File: src/rtl/uart_tx_if.sv
// Byte handshake between a producer and the UART transmitter.
// The master offers a byte with in_valid; the slave accepts it when in_ready is high.
interface uart_tx_if;
  logic [7:0] in_data;
  logic       in_valid;
  logic       in_ready;

  modport master (output in_data, output in_valid, input in_ready);
  modport slave  (input in_data, input in_valid, output in_ready);
endinterface

File: src/rtl/uart_tx.sv
// 8N1/8N2 UART transmitter: accepts a byte over a valid/ready handshake and
// serialises it LSB first, with a per-bit clock-enable counter and a registered tx line.
module uart_tx #(
  parameter int CLOCK_RATE = 12_000_000,
  parameter int BAUD_RATE  = 9600,
  parameter int STOP_BITS  = 1
) (
  input  logic       clk,
  input  logic       rst,
  uart_tx_if.slave   bus,
  output logic       tx,
  output logic       busy
);

  localparam int CLKS_PER_BIT = CLOCK_RATE / BAUD_RATE;
  localparam int CNT_W        = (CLKS_PER_BIT > 1) ? $clog2(CLKS_PER_BIT) : 1;
  localparam logic [CNT_W-1:0] CNT_LAST  = CNT_W'(CLKS_PER_BIT - 1);
  localparam logic             STOP_LAST = (STOP_BITS == 2);

  typedef enum logic [1:0] {IDLE, START, DATA, STOP} state_t;

  state_t           r_state, w_stateNext;
  logic [CNT_W-1:0] r_cnt, w_cntNext;
  logic [2:0]       r_bitIdx, w_bitIdxNext;
  logic [7:0]       r_shift, w_shiftNext;
  logic             r_stopIdx, w_stopIdxNext;
  logic             r_tx, w_txNext;
  logic             w_bitDone;

  assign w_bitDone    = (r_cnt == CNT_LAST);
  assign bus.in_ready = (r_state == IDLE);
  assign busy         = (r_state != IDLE);
  assign tx           = r_tx;

  always_ff @(posedge clk) begin
    if (rst) r_state <= IDLE;
    else     r_state <= w_stateNext;
  end

  always_ff @(posedge clk) begin
    if (rst) begin
      r_cnt     <= '0;
      r_bitIdx  <= '0;
      r_shift   <= '0;
      r_stopIdx <= 1'b0;
      r_tx      <= 1'b1;
    end else begin
      r_cnt     <= w_cntNext;
      r_bitIdx  <= w_bitIdxNext;
      r_shift   <= w_shiftNext;
      r_stopIdx <= w_stopIdxNext;
      r_tx      <= w_txNext;
    end
  end

  // The counter restarts at every bit boundary, which is also every state change.
  always_comb begin
    w_stateNext   = r_state;
    w_cntNext     = w_bitDone ? '0 : r_cnt + 1'b1;
    w_bitIdxNext  = r_bitIdx;
    w_shiftNext   = r_shift;
    w_stopIdxNext = r_stopIdx;
    w_txNext      = 1'b1;

    case (r_state)
      IDLE: begin
        w_cntNext = '0;
        if (bus.in_valid) begin
          w_stateNext   = START;
          w_shiftNext   = bus.in_data;
          w_bitIdxNext  = '0;
          w_stopIdxNext = 1'b0;
        end
      end
      START: begin
        if (w_bitDone) w_stateNext = DATA;
      end
      DATA: begin
        if (w_bitDone) begin
          if (r_bitIdx == 3'd7) begin
            w_stateNext = STOP;
          end else begin
            w_bitIdxNext = r_bitIdx + 3'd1;
            w_shiftNext  = r_shift >> 1;
          end
        end
      end
      STOP: begin
        if (w_bitDone) begin
          if (r_stopIdx == STOP_LAST) w_stateNext   = IDLE;
          else                        w_stopIdxNext = 1'b1;
        end
      end
    endcase

    // tx is computed from where the machine is going so the flop already holds it on entry.
    case (w_stateNext)
      IDLE:  w_txNext = 1'b1;
      START: w_txNext = 1'b0;
      DATA:  w_txNext = w_shiftNext[0];
      STOP:  w_txNext = 1'b1;
    endcase
  end

endmodule

File: src/flat_wrapper.sv
// flat-port wrapper written by rule: the top's interface ports become plain ports
module uart_tx_flat 
#(
  parameter int CLOCK_RATE = 12_000_000,
  parameter int BAUD_RATE  = 9600,
  parameter int STOP_BITS  = 1
)
  (clk, rst, tx, busy, bus_in_data, bus_in_valid, bus_in_ready);
  uart_tx_if bus_i ();
  input  logic clk;
  input  logic rst;
  output logic tx;
  output logic busy;
  input wire logic [$bits(bus_i.in_data)-1:0] bus_in_data;
  input wire logic [$bits(bus_i.in_valid)-1:0] bus_in_valid;
  output wire logic [$bits(bus_i.in_ready)-1:0] bus_in_ready;
  assign bus_i.in_data = bus_in_data;
  assign bus_i.in_valid = bus_in_valid;
  assign bus_in_ready = bus_i.in_ready;
  uart_tx #(.CLOCK_RATE(CLOCK_RATE), .BAUD_RATE(BAUD_RATE), .STOP_BITS(STOP_BITS)) u_core (.clk(clk), .rst(rst), .bus(bus_i), .tx(tx), .busy(busy));
endmodule
File: config.mk
export PLATFORM = sky130hd
export DESIGN_NAME = uart_tx_flat
export DESIGN_NICKNAME = d
export VERILOG_FILES = /design/src/rtl/uart_tx_if.sv /design/src/rtl/uart_tx.sv /design/src/flat_wrapper.sv
export SDC_FILE = /design/constraint.sdc
export NUM_CORES = 1
export LEC_CHECK = 0
export CORE_AREA = 2 2 55 57
export CTS_CLUSTER_DIAMETER = 30
export DETAILED_ROUTE_END_ITERATION = 8
export DIE_AREA = 0 0 57 59
export GPL_ROUTABILITY_DRIVEN = 0
export PLACE_DENSITY_LB_ADDON = 0.25
export SLEW_MARGIN = 10
export SYNTH_ARGS = -nofsm -noshare
export SYNTH_HDL_FRONTEND = slang
export SYNTH_SLANG_ARGS = --single-unit
File: constraint.sdc
create_clock -name clk -period 6.76 [get_ports clk]
set_input_delay 0.676 -clock clk [delete_from_list [all_inputs] [get_ports clk]]
set_output_delay 0.676 -clock clk [all_outputs]
set_load 0.1 [all_outputs]
==> impl_results.md <==
* WL met2 at 1060 µm
* Clock slew at reported path FFs at 0.14 ns
* Post-CTS Setup Bufs at 0
* Startpoint types: register
* Top-Level Pins at 14
* Clock root cell: clkbuf_4
* Crit-path cells: nor2_1 > clkdlybuf4s50_1
* Non-Filler Instances at 178
* CTS tree: built
* Fin crit period at 2.88 ns
* Worst Tran Pin Value at 0.985 ns
* DRT Wirelength at 2260 µm
* Class of the worst hold path: reg -> reg
* Die width at 57 µm
* Max stage delay cell, worst path: clkdlybuf4s50_1
* #FFs+latches synth at 25
* Starting Density at 43.6%
* Clk buf depth at 2
* Yosys top cell area share at 42.4%
* PD cells at 191 nW/µm²
* Required time worst endpoint at 6.08 ns
* Metal3 WL at 75 µm
* Crit Path Class: reg -> out
* FP Rows at 19
* Worst clock skew at 0.00495 ns
* Total Routing Usage GR at 15.1%
* First-pass DRT Iterations at 4
* Syn_nets at 152
* Pin count of the biggest net entering global routing at 16
* RSZ-0062 raised after global routing: no
* Synth Instances at 135
* Die Y at 59 µm
* Detail Route Antenna Nets at 0
* Synth warnings at 0
* Post-synth ARST share at 0%
* DR vias at 962
* Nets at 165
* Maximum fanout along the worst path at 7
* Synth Flop Type: dfxtp_1
* Antenna cell count at 0
* Setup TNS Final at 0 ns
* Mapped cell area at 1180 µm²
* Initial DRC count at 18
* P&R area growth vs syn at 14.2%
* Num CTS Buffers at 3
* Cell taking the most area after synthesis: dfxtp_1
* Top post-synthesis cells by area: dfxtp_1, ha_1, nor2_1, nand2_1, a21oi_1
* Routed len/inst at 12.7 µm
* Layout cells sized above 1 at 5.44%
* FMAX at 347 MHz
* Number of I/O port buffers at 13
* Commonest non-fill, non-tap cells in the layout: dfxtp_1, nor2_1, nand2_1, clkdlybuf4s50_1, a21oi_1
* Max VDD drop at 0.146 mV
* CP bufs+invs at 1
* Status: finished clean
* Crit-path max cell delay at 1.20 ns
* Most common cell after layout, fill and taps aside: dfxtp_1
* Max-cap viol count at 0
* Hold WS at 0.466 ns
* Worst R2R Setup Slack at 4.33 ns
* Crit share post-route at 42.7%
* Slew HR at 34.2%
* DIE AREA at 3360 µm²
* Setup violations, final at 0
* Crit end category: primary output
* Final Max Slew Viols at 0
* Lkg Pwr at 0.489 nW
* Yosys cell types at 32
* DRT met1 WL at 1100 µm
* Quantity of gates resized following cts at 0
* Total gr overflow at 0
* Cells after DPL at 174
* Core ar. at 2710 µm²
* Worst skew pair latency at 0.32 ns
* Initial antenna violation count at 0
* Post-synth EDFFs at 0
* First-pass GRT wire length at 4020 µm
* H-tree Lvls at 1
* Final core utilization at 49.8%
* Layout fillers at 272
* Post-synthesis sequential area ratio at 42.4%
* Clk sink count at 25
* CTS Hold Bufs at 0
* WP data arrival at 2.21 ns
* # DRC at 0
* Syn_area_per_cell at 8.75 µm²
* Vias in the first global route at 928
* Via density at 5.40
* Dpl hpwl at 1650 µm
* Top layer in use: met4
* CP delay by family, top: buffers and inverters
* Final hold violation count at 0
[flip-flops by register name (all words and copies together), names as in the netlist]
name,flops
u_core.r_cnt,11
u_core.r_state,2
u_core.r_shift,8
u_core.r_bitIdx,3
u_core.tx,1
[where the power goes]
| group | leakage [nW] | total, mW | internal, mW | switching, mW |
|---|---|---|---|---|
| sequential | 0.204 | 0.155 | 0.152 | 0.00301 |
| combinational | 0.270 | 0.0350 | 0.0135 | 0.0215 |
| clock | 0.0150 | 0.0672 | 0.0231 | 0.0441 |
[path summary, 6_finish.rpt]
path | start | to | depth (start not counted)
setup reg to reg | u_core.r_cnt[2] | u_core.tx | 8
setup / recovery | u_core.r_state[1] | bus_in_ready | 2
hold reg to reg | u_core.r_shift[2] | u_core.r_shift[2] | 2
hold / removal | u_core.r_shift[2] | u_core.r_shift[2] | 2
[routing by layer]
metal | global-route usage (%) | vias up
li1 | - | 493
met1 | 19.5 | 450
met2 | 25.9 | 15
met3 | 2.18 | 4
met4 | 4.98 | 0
met5 | 0 | -
[cell usage after synthesis, drive strengths merged, types with 2 or more instances]
library cell,number
and2,2
xor2,5
xnor2,5
nand3,8
ha,6
nand2,18
o21ai,2
a32oi,6
inv,5
a21oi,12
dfxtp,25
clkbuf,3
nor2,19
buf,2
nor2b,3
[worst min-delay path: cells and delay by family, from the launching register on]
family             cells  cell delay, ns
AOI/OAI and AO/OA      1            0.05
and+or+nand+nor        1            0.05
DFF                    1            0.34
[through the flow]
step                setup slack [ns]  cell area, µm²  total power [mW]
detailed placement              4.26            1320             0.193
finish                          3.88            1350             0.257
global placement                4.30            1320             0.192
floorplan                       3.40            1180             0.182
CTS                             3.88            1350             0.259
global route                    3.79            1350             0.269
[cell type report]
cell class	instances	area [µm²]	share of cell area [%]
inverter	5	18.8	1.39
sequential	25	500	37.1
clock buffer	4	26.3	1.95
tap	31	38.8	2.88
timing repair buffer	13	130	9.65
multi-input combinational	100	634	47.0
[kinds of logic (layout without fill, tap and decap cells)]
| family | Yosys count | count (layout) | synth area share [%] |
|---|---|---|---|
| AND/OR/NAND/NOR | 61 | 61 | 27.0 |
| AO/OA/AOI/OAI | 23 | 23 | 12.9 |
| adder cells (fa/ha/maj) | 6 | 6 | 6.36 |
| XOR/XNOR | 10 | 10 | 7.41 |
| buffers and inverters | 10 | 22 | 3.92 |
| flip-flops | 25 | 25 | 42.4 |
(Power assumes the default switching activity.)
